**src/rtl/byte_serial_mem_xfer_if.sv**
```systemverilog
// ============================================================================
// Module      : byte_serial_mem_xfer_if
// Description : Request, status and byte-wide memory bus of the byte-serial
//               word transfer engine.
// Revision    : 1.0 - initial release
// ============================================================================
`default_nettype none

interface byte_serial_mem_xfer_if #(
    parameter int DATA_W = 16,
    parameter int ADDR_W = 16
);
    logic              Start;
    logic              Op;
    logic              Endian;
    logic [ADDR_W-1:0] BaseAddr;
    logic [DATA_W-1:0] StoreData;
    logic [7:0]        MemOut;
    logic [ADDR_W-1:0] Mem_Address;
    logic [7:0]        Mem_Data;
    logic              Mem_WR;
    logic              Mem_CS;
    logic              Busy;
    logic              Done;
    logic [DATA_W-1:0] LoadData;

    // Requester plus memory side.
    modport master (
        output Start, Op, Endian, BaseAddr, StoreData, MemOut,
        input  Mem_Address, Mem_Data, Mem_WR, Mem_CS, Busy, Done, LoadData
    );

    // Transfer engine side.
    modport slave (
        input  Start, Op, Endian, BaseAddr, StoreData, MemOut,
        output Mem_Address, Mem_Data, Mem_WR, Mem_CS, Busy, Done, LoadData
    );
endinterface

`default_nettype wire

```
**src/rtl/byte_serial_mem_xfer.sv**
```systemverilog
// ============================================================================
// Module      : byte_serial_mem_xfer
// Description : Moves one DATA_W word between a register and a byte-wide
//               memory, one byte per cycle, in either endianness.
// Revision    : 1.0 - initial release
// ============================================================================
`default_nettype none

module byte_serial_mem_xfer #(
    parameter int DATA_W = 16,
    parameter int ADDR_W = 16
) (
    input  wire logic              clk,
    input  wire logic              rst,
    byte_serial_mem_xfer_if.slave  bus
);
    localparam int c_NB    = DATA_W / 8;
    localparam int c_IDX_W = (c_NB > 1) ? $clog2(c_NB) : 1;
    localparam logic [c_IDX_W-1:0] c_LAST_IDX = c_IDX_W'(c_NB - 1);

    typedef enum logic [1:0] {
        IDLE = 2'd0,
        XFER = 2'd1,
        FIN  = 2'd2
    } state_t;

    state_t               state_q,  state_d;
    logic [c_IDX_W-1:0]   idx_q,    idx_d;
    logic                 op_q,     op_d;
    logic                 endian_q, endian_d;
    logic [ADDR_W-1:0]    base_q,   base_d;
    logic [DATA_W-1:0]    store_q,  store_d;
    logic [DATA_W-1:0]    shadow_q, shadow_d;
    logic [DATA_W-1:0]    load_q,   load_d;

    logic [c_IDX_W-1:0]   w_lane;
    logic                 w_xfer;
    logic [7:0]           w_mem_data;

    // Big-endian walks the lanes from the most significant byte downward.
    assign w_lane = endian_q ? (c_LAST_IDX - idx_q) : idx_q;

    // Reset blanks the strobe in the same cycle so an aborted store cannot
    // write one more byte on the reset edge.
    assign w_xfer = (state_q == XFER) && !rst;

    always_comb begin
        state_d  = state_q;
        idx_d    = idx_q;
        op_d     = op_q;
        endian_d = endian_q;
        base_d   = base_q;
        store_d  = store_q;
        shadow_d = shadow_q;
        load_d   = load_q;

        case (state_q)
            IDLE: begin
                if (bus.Start) begin
                    state_d  = XFER;
                    idx_d    = '0;
                    op_d     = bus.Op;
                    endian_d = bus.Endian;
                    base_d   = bus.BaseAddr;
                    store_d  = bus.StoreData;
                end
            end
            XFER: begin
                if (!op_q) begin
                    for (int b = 0; b < c_NB; b++) begin
                        if (w_lane == c_IDX_W'(b)) begin
                            shadow_d[b*8 +: 8] = bus.MemOut;
                        end
                    end
                end
                if (idx_q == c_LAST_IDX) begin
                    state_d = FIN;
                    idx_d   = '0;
                    // Publish the complete word, including the final byte.
                    if (!op_q) begin
                        load_d = shadow_d;
                    end
                end else begin
                    idx_d = idx_q + 1'b1;
                end
            end
            FIN: begin
                state_d = IDLE;
            end
            default: begin
                state_d = IDLE;
            end
        endcase
    end

    always_comb begin
        w_mem_data = '0;
        if (w_xfer && op_q) begin
            for (int b = 0; b < c_NB; b++) begin
                if (w_lane == c_IDX_W'(b)) begin
                    w_mem_data = store_q[b*8 +: 8];
                end
            end
        end
    end

    always_ff @(posedge clk) begin
        if (rst) begin
            state_q  <= IDLE;
            idx_q    <= '0;
            op_q     <= 1'b0;
            endian_q <= 1'b0;
            base_q   <= '0;
            store_q  <= '0;
            shadow_q <= '0;
            load_q   <= '0;
        end else begin
            state_q  <= state_d;
            idx_q    <= idx_d;
            op_q     <= op_d;
            endian_q <= endian_d;
            base_q   <= base_d;
            store_q  <= store_d;
            shadow_q <= shadow_d;
            load_q   <= load_d;
        end
    end

    assign bus.Mem_CS      = !w_xfer;
    assign bus.Mem_WR      = w_xfer && op_q;
    assign bus.Mem_Address = w_xfer ? (base_q + ADDR_W'(idx_q)) : '0;
    assign bus.Mem_Data    = w_mem_data;
    assign bus.Busy        = (state_q == XFER);
    assign bus.Done        = (state_q == FIN);
    assign bus.LoadData    = load_q;

endmodule

`default_nettype wire

```
**src/flat_wrapper.sv**
```systemverilog
// flat-port wrapper written by rule: the top's interface ports become plain ports
module byte_serial_mem_xfer_flat 
#(
    parameter int DATA_W = 16,
    parameter int ADDR_W = 16
)
  (clk, rst, bus_Start, bus_Op, bus_Endian, bus_BaseAddr, bus_StoreData, bus_MemOut, bus_Mem_Address, bus_Mem_Data, bus_Mem_WR, bus_Mem_CS, bus_Busy, bus_Done, bus_LoadData);
  byte_serial_mem_xfer_if #(.DATA_W(DATA_W), .ADDR_W(ADDR_W)) bus_i ();
  input  wire logic clk;
  input  wire logic rst;
  input wire logic [$bits(bus_i.Start)-1:0] bus_Start;
  input wire logic [$bits(bus_i.Op)-1:0] bus_Op;
  input wire logic [$bits(bus_i.Endian)-1:0] bus_Endian;
  input wire logic [$bits(bus_i.BaseAddr)-1:0] bus_BaseAddr;
  input wire logic [$bits(bus_i.StoreData)-1:0] bus_StoreData;
  input wire logic [$bits(bus_i.MemOut)-1:0] bus_MemOut;
  output wire logic [$bits(bus_i.Mem_Address)-1:0] bus_Mem_Address;
  output wire logic [$bits(bus_i.Mem_Data)-1:0] bus_Mem_Data;
  output wire logic [$bits(bus_i.Mem_WR)-1:0] bus_Mem_WR;
  output wire logic [$bits(bus_i.Mem_CS)-1:0] bus_Mem_CS;
  output wire logic [$bits(bus_i.Busy)-1:0] bus_Busy;
  output wire logic [$bits(bus_i.Done)-1:0] bus_Done;
  output wire logic [$bits(bus_i.LoadData)-1:0] bus_LoadData;
  assign bus_i.Start = bus_Start;
  assign bus_i.Op = bus_Op;
  assign bus_i.Endian = bus_Endian;
  assign bus_i.BaseAddr = bus_BaseAddr;
  assign bus_i.StoreData = bus_StoreData;
  assign bus_i.MemOut = bus_MemOut;
  assign bus_Mem_Address = bus_i.Mem_Address;
  assign bus_Mem_Data = bus_i.Mem_Data;
  assign bus_Mem_WR = bus_i.Mem_WR;
  assign bus_Mem_CS = bus_i.Mem_CS;
  assign bus_Busy = bus_i.Busy;
  assign bus_Done = bus_i.Done;
  assign bus_LoadData = bus_i.LoadData;
  byte_serial_mem_xfer #(.DATA_W(DATA_W), .ADDR_W(ADDR_W)) u_core (.clk(clk), .rst(rst), .bus(bus_i));
endmodule
```
**config.mk**
```make
export PLATFORM = sky130hd
export DESIGN_NAME = byte_serial_mem_xfer_flat
export DESIGN_NICKNAME = d
export VERILOG_FILES = /design/src/rtl/byte_serial_mem_xfer_if.sv /design/src/rtl/byte_serial_mem_xfer.sv /design/src/flat_wrapper.sv
export SDC_FILE = /design/constraint.sdc
export NUM_CORES = 1
export LEC_CHECK = 0
export BUFFER_PORTS_ARGS = -buffer_cell sky130_fd_sc_hd__buf_2
export CORE_MARGIN = 5
export CORE_UTILIZATION = 52
export CTS_CLUSTER_SIZE = 14
export DETAILED_ROUTE_END_ITERATION = 8
export MAX_ROUTING_LAYER = met4
export PLACE_DENSITY = 0.89
export SLEW_MARGIN = 20
export SYNTH_ARGS = -nofsm -noshare
export SYNTH_HDL_FRONTEND = slang
export SYNTH_SLANG_ARGS = --single-unit
```
**constraint.sdc**
```tcl
create_clock -name clk -period 2 [get_ports clk]
set_clock_uncertainty 0.15 [all_clocks]
set_input_delay 0.2 -clock clk [delete_from_list [all_inputs] [get_ports clk]]
set_output_delay 0.2 -clock clk [all_outputs]
set_load 0.01 [all_outputs]
```
Word-level counts from Yosys, hierarchy flattened --
Index checks and enable logic that the tools add are counted. W data, S select, Z words.
Cells by class: add/sub/neg operators 3, equality and inequality tests 4, mux-type cells 13, bitwise gates (word level) 1, reduce and logical (&&, ||, !) cells 10
Operators by type and width (number):
- $mux W16 | 2
- $mux W8 | 4
- $add A16 B1 Y16 | 1
- $reduce_and A2 Y1 | 3
- $mux W2 | 2
- $pmux W2 S2 | 1
- $mux W1 | 3
- $reduce_and A3 Y1 | 1
- $eq A2 B1 Y1 const B | 1
- $eq A2 B2 Y1 const B | 1
- $logic_and A1 B1 Y1 | 2
- $logic_not A1 Y1 | 2
- $logic_not A2 Y1 | 1
- $ne A2 B1 Y1 const B | 1
- $ne A2 B2 Y1 const B | 1
- $pmux W1 S2 | 1
- $reduce_bool A2 Y1 | 1
- $add A1 B1 Y1 const B | 1
- $not A1 Y1 | 1
- $sub A1 B1 Y1 const A | 1
Storage, ports and cells: flip-flop bits (word level) 69, output and inout bits 44

Logic depth before layout (Yosys ltp) --
depth in word-level cells 4, mapped depth 7, mapped depth without buffers 5

Least setup slack after synthesis --
Ideal clock, no wire load.
kind reg2out, start reg u_core.state_q[0], end out bus_Mem_Address[10], arrival 1451 ps, setup slack 199 ps, stages on the path, launching flop included 7, path through dfxtp_1 -> nor2b_1 -> buf_2 -> and2b_2 -> inv_2 -> or4_1 -> nand2_1
Between the ends: longest elaborated chain between the ends 3
Ends and longest elaborated chain:
- start, declared | line byte_serial_mem_xfer.sv:27 | state_t state_q, state_d;
- start signal, assigned | line byte_serial_mem_xfer.sv:118 | state_q <= state_d;
- $eq A2 B1 Y1
- named net bus_Busy | line flat_wrapper.sv:21 | output wire logic [$bits(bus_i.Busy)-1:0] bus_Busy;
- $logic_and A1 B1 Y1 | line byte_serial_mem_xfer.sv:45 | assign w_xfer = (state_q == XFER) && !rst;
- $mux W16 | line byte_serial_mem_xfer.sv:131 | assign bus.Mem_Address = w_xfer ? (base_q + ADDR_W'(idx_q)) : '0;
- end, declared | line flat_wrapper.sv:17 | output wire logic [$bits(bus_i.Mem_Address)-1:0] bus_Mem_Address;
The timed path passes the listed nets, and every way through them passes these cells.

Final worst setup path --
start reg u_core.base_q[1], end out bus_Mem_Address[10]
Between the ends: longest elaborated chain between the ends 2
Ends and longest elaborated chain:
- start, declared | line byte_serial_mem_xfer.sv:31 | logic [ADDR_W-1:0] base_q, base_d;
- start signal, assigned | line byte_serial_mem_xfer.sv:122 | base_q <= base_d;
- $add A16 B1 Y16 | line byte_serial_mem_xfer.sv:131
- $mux W16 | line byte_serial_mem_xfer.sv:131
No other way between the ends.

==> impl_metrics.py <==
metrics = {
    "routing": {
        "route.detailed.drc": 0,
        "drt_iter0_markers": 285,
        "drt_wl_total_microns": 11200,
        "vias": 3724,
        "first_pass_iters": 5,
        "antenna_left": 0,
        "viasPerCell": 5.64,
        "wl_per_cell_microns": 17.0,
    },
    "die": {
        "die_x_microns": 88.7,
        "die_y_microns": 88.7,
        "dieArea_sq_um": 7870,
        "rows": 28,
        "fp.coreArea_sq_um": 5990,
        "initial_utilization_pct": 53.8,
        "ioPinCount": 89,
    },
    "timing": {
        "layout_min_cycle_time_ns": 2.15,
        "setup_viol": 5,
        "hold_viol_final": 0,
        "rsz0062_at_grt": "yes",
        "period_share_pct": 107,
        "layout_setup_ws_ns": -0.150,
        "report.final.slew_viol_count": 0,
        "fmax_mhz": 465,
        "tightest_slew_ns": 0.793,
        "relSlewSlack_pct": 47.1,
    },
    "synth": {
        "syn_area_sq_um": 3220,
        "postSynth.asyncResetShare_pct": 0,
        "synth_area_leader_cell": "dfxtp_1",
        "synth_edf_count": 0,
        "synth_ff_type": "dfxtp_1",
        "syn_inst": 419,
        "synth_top_area_share_pct": 42.9,
        "synth_nets": 466,
        "seq_area_frac_synth_pct": 42.9,
        "ys_warn_count": 0,
        "postSynthAreaPerCell_sq_um": 7.69,
        "synth_cell_types": 35,
        "synth-seq-cells": 69,
        "synth_area_leaders": "dfxtp_1, nand2_1, a21oi_1",
    },
    "worst_setup_path": {
        "worst-path-max-fanout": 4,
        "cp-end-kind": "output pin",
        "required_ns": 1.65,
        "critPathLaunchType": "register",
        "arrival_ns": 1.80,
        "worst-setup-path-type": "register to output pin",
    },
    "finish": {
        "insertedDiodeCount": 0,
        "syn_to_final_growth_pct": 48.9,
        "design_area_sq_um": 4800,
        "drive_gt1_share_pct": 34.9,
        "nNetsFinal": 627,
        "fin_cells": 660,
        "fin_util_pct": 80.1,
    },
    "placement": {
        "placed_area_sq_um": 3840,
        "dpl.hpwl_microns": 6140,
        "io_buffers": 88,
        "placed_cells": 582,
        "gp_congestion": 0.899,
    },
    "grt": {
        "globalRouteOverflowTotal": 0,
        "grt_pass1_vias": 3491,
        "antenna_found_initial": 0,
        "grt_start_max_net_pins": 69,
        "track_usage_pct": 27.0,
        "grt_pass1_wl_microns": 15900,
    },
    "power_and_ir_drop": {
        "p_leak_nw": 1.96,
        "total_power_w": 0.00343,
        "peakVddDrop_v": 0.000659,
        "power-per-cell-area_nw_per_um2": 715,
    },
    "clock_network": {
        "clock_latency_ns": 0.35,
        "path_clk_slew_ns": 0.07,
        "h-tree-depth": 3,
        "cts_sinks": 69,
        "cts.path.max_buffers": 2,
        "cts_buffers": 9,
        "cts_tree": "done",
        "root_buffer": "clkbuf_8",
    },
    "flow_run": {
        "drv_cap": 0,
    },
    "status": {
        "violations": "negative setup slack",
        "outcome": "finished, violations left",
    },
    "worst_hold_path": {
        "min_path_type": "input port to register",
    },
}
-- critical path, cell delays in order (launching register included) --
cell and delay [ns]:
dfxtp_2 0.34, and4_4 0.26, nand3_1 0.15, or4_1 0.46, nand2_1 0.10, buf_2 0.14
-- what timing repair did --
action                                  CTS  global route
buffers inserted                          7            13
hold buffers                             42             0
endpoints found under the setup margin   17            19
pin swaps                                 7            12
hold endpoints to repair                 49             0
resized for setup                        20            28
-- metrics by stage --
step,hold WS (ns),TNS (ns),worst slack (ns)
finish,0.221,-0.286,-0.150
global route,0.257,-0.819,-0.173
CTS,0.173,-0.0841,-0.0480
detailed placement,0.297,0,0.153
global placement,0.289,0,0.223
floorplan,0.186,0,0.199
-- routing by layer --
layer / wire [microns] / GRT usage, % / part of all wire [%]
met3: 927 / 5.77 / 8.3
met5: 0 / - / 0
met2: 5750 / 45.3 / 51
met1: 4110 / 30.5 / 37
met4: 416 / 12.6 / 3.7
-- Yosys cell counts (2+ instances only) --
cell / count
a21oi_1: 61
a311oi_1: 2
a311oi_2: 14
and2_1: 4
and3_1: 2
and4_1: 2
buf_2: 4
buf_4: 2
buf_6: 3
clkbuf_1: 19
dfxtp_1: 69
ha_1: 2
inv_1: 2
nand2_1: 138
nand2b_1: 3
nand3_1: 21
nand4_1: 9
nor2_1: 27
nor2_2: 5
nor2b_1: 2
o21ai_0: 2
or3_1: 2
xnor2_1: 4
xor2_1: 9
-- registers in the layout, summed over array words and instances (netlist names) --
name and flops:
u_core.shadow_q 16, u_core.store_q 16, u_core.endian_q 1, u_core.idx_q 1
u_core.state_q 2, u_core.base_q 16, u_core.op_q 1, u_core.bus.LoadData 16
-- placed cells by master (no fill, tap or decap), types with 3 or more instances in the layout --
master	instances
a21oi_1	57
a21oi_2	4
a311oi_2	14
and2_1	4
buf_2	88
buf_4	41
buf_6	6
clkbuf_1	3
clkbuf_8	10
dfxtp_1	53
dfxtp_2	13
dfxtp_4	3
dlygate4sd3_1	42
nand2_1	138
nand2b_1	3
nand3_1	19
nand4_1	9
nor2_1	27
nor2_2	5
xnor2_1	4
xor2_1	9
-- cells by family after synthesis --
group,synth area share (%)
simple gates,29.9
compound gates,17.1
flops,42.9
buf+inv,4.81
xor+xnor,4.54
fa+ha+maj,0.776
-- power by group --
part	internal (W)	switching (W)	leakage, nW
Sequential	0.00145	0.0000624	0.570
Combinational	0.000295	0.000363	1.28
Clock	0.000740	0.000520	0.108
-- path summary, 6_finish.rpt --
check	start	end	slack, ns	depth (start not counted)
worst max-delay path	u_core.base_q[1]	bus_Mem_Address[10]	-0.15	5
worst min-delay path	bus_Start	u_core.store_q[7]	0.22	5
worst max register to register	u_core.idx_q	u_core.bus.LoadData[14]	0.09	7
worst min register to register	u_core.store_q[2]	u_core.store_q[2]	0.31	2
-- layout make-up --
cell class              count  area, sq um
flip-flops and latches     69         1410
repair buffers            179         1270
clock inverters             3         68.8
multi-input cells         318         1800
inverters                   3         11.3
fillers                   340         1190
clock buffers              13          149
well taps                  75         93.8
Power figures use the tool's default switching activity.
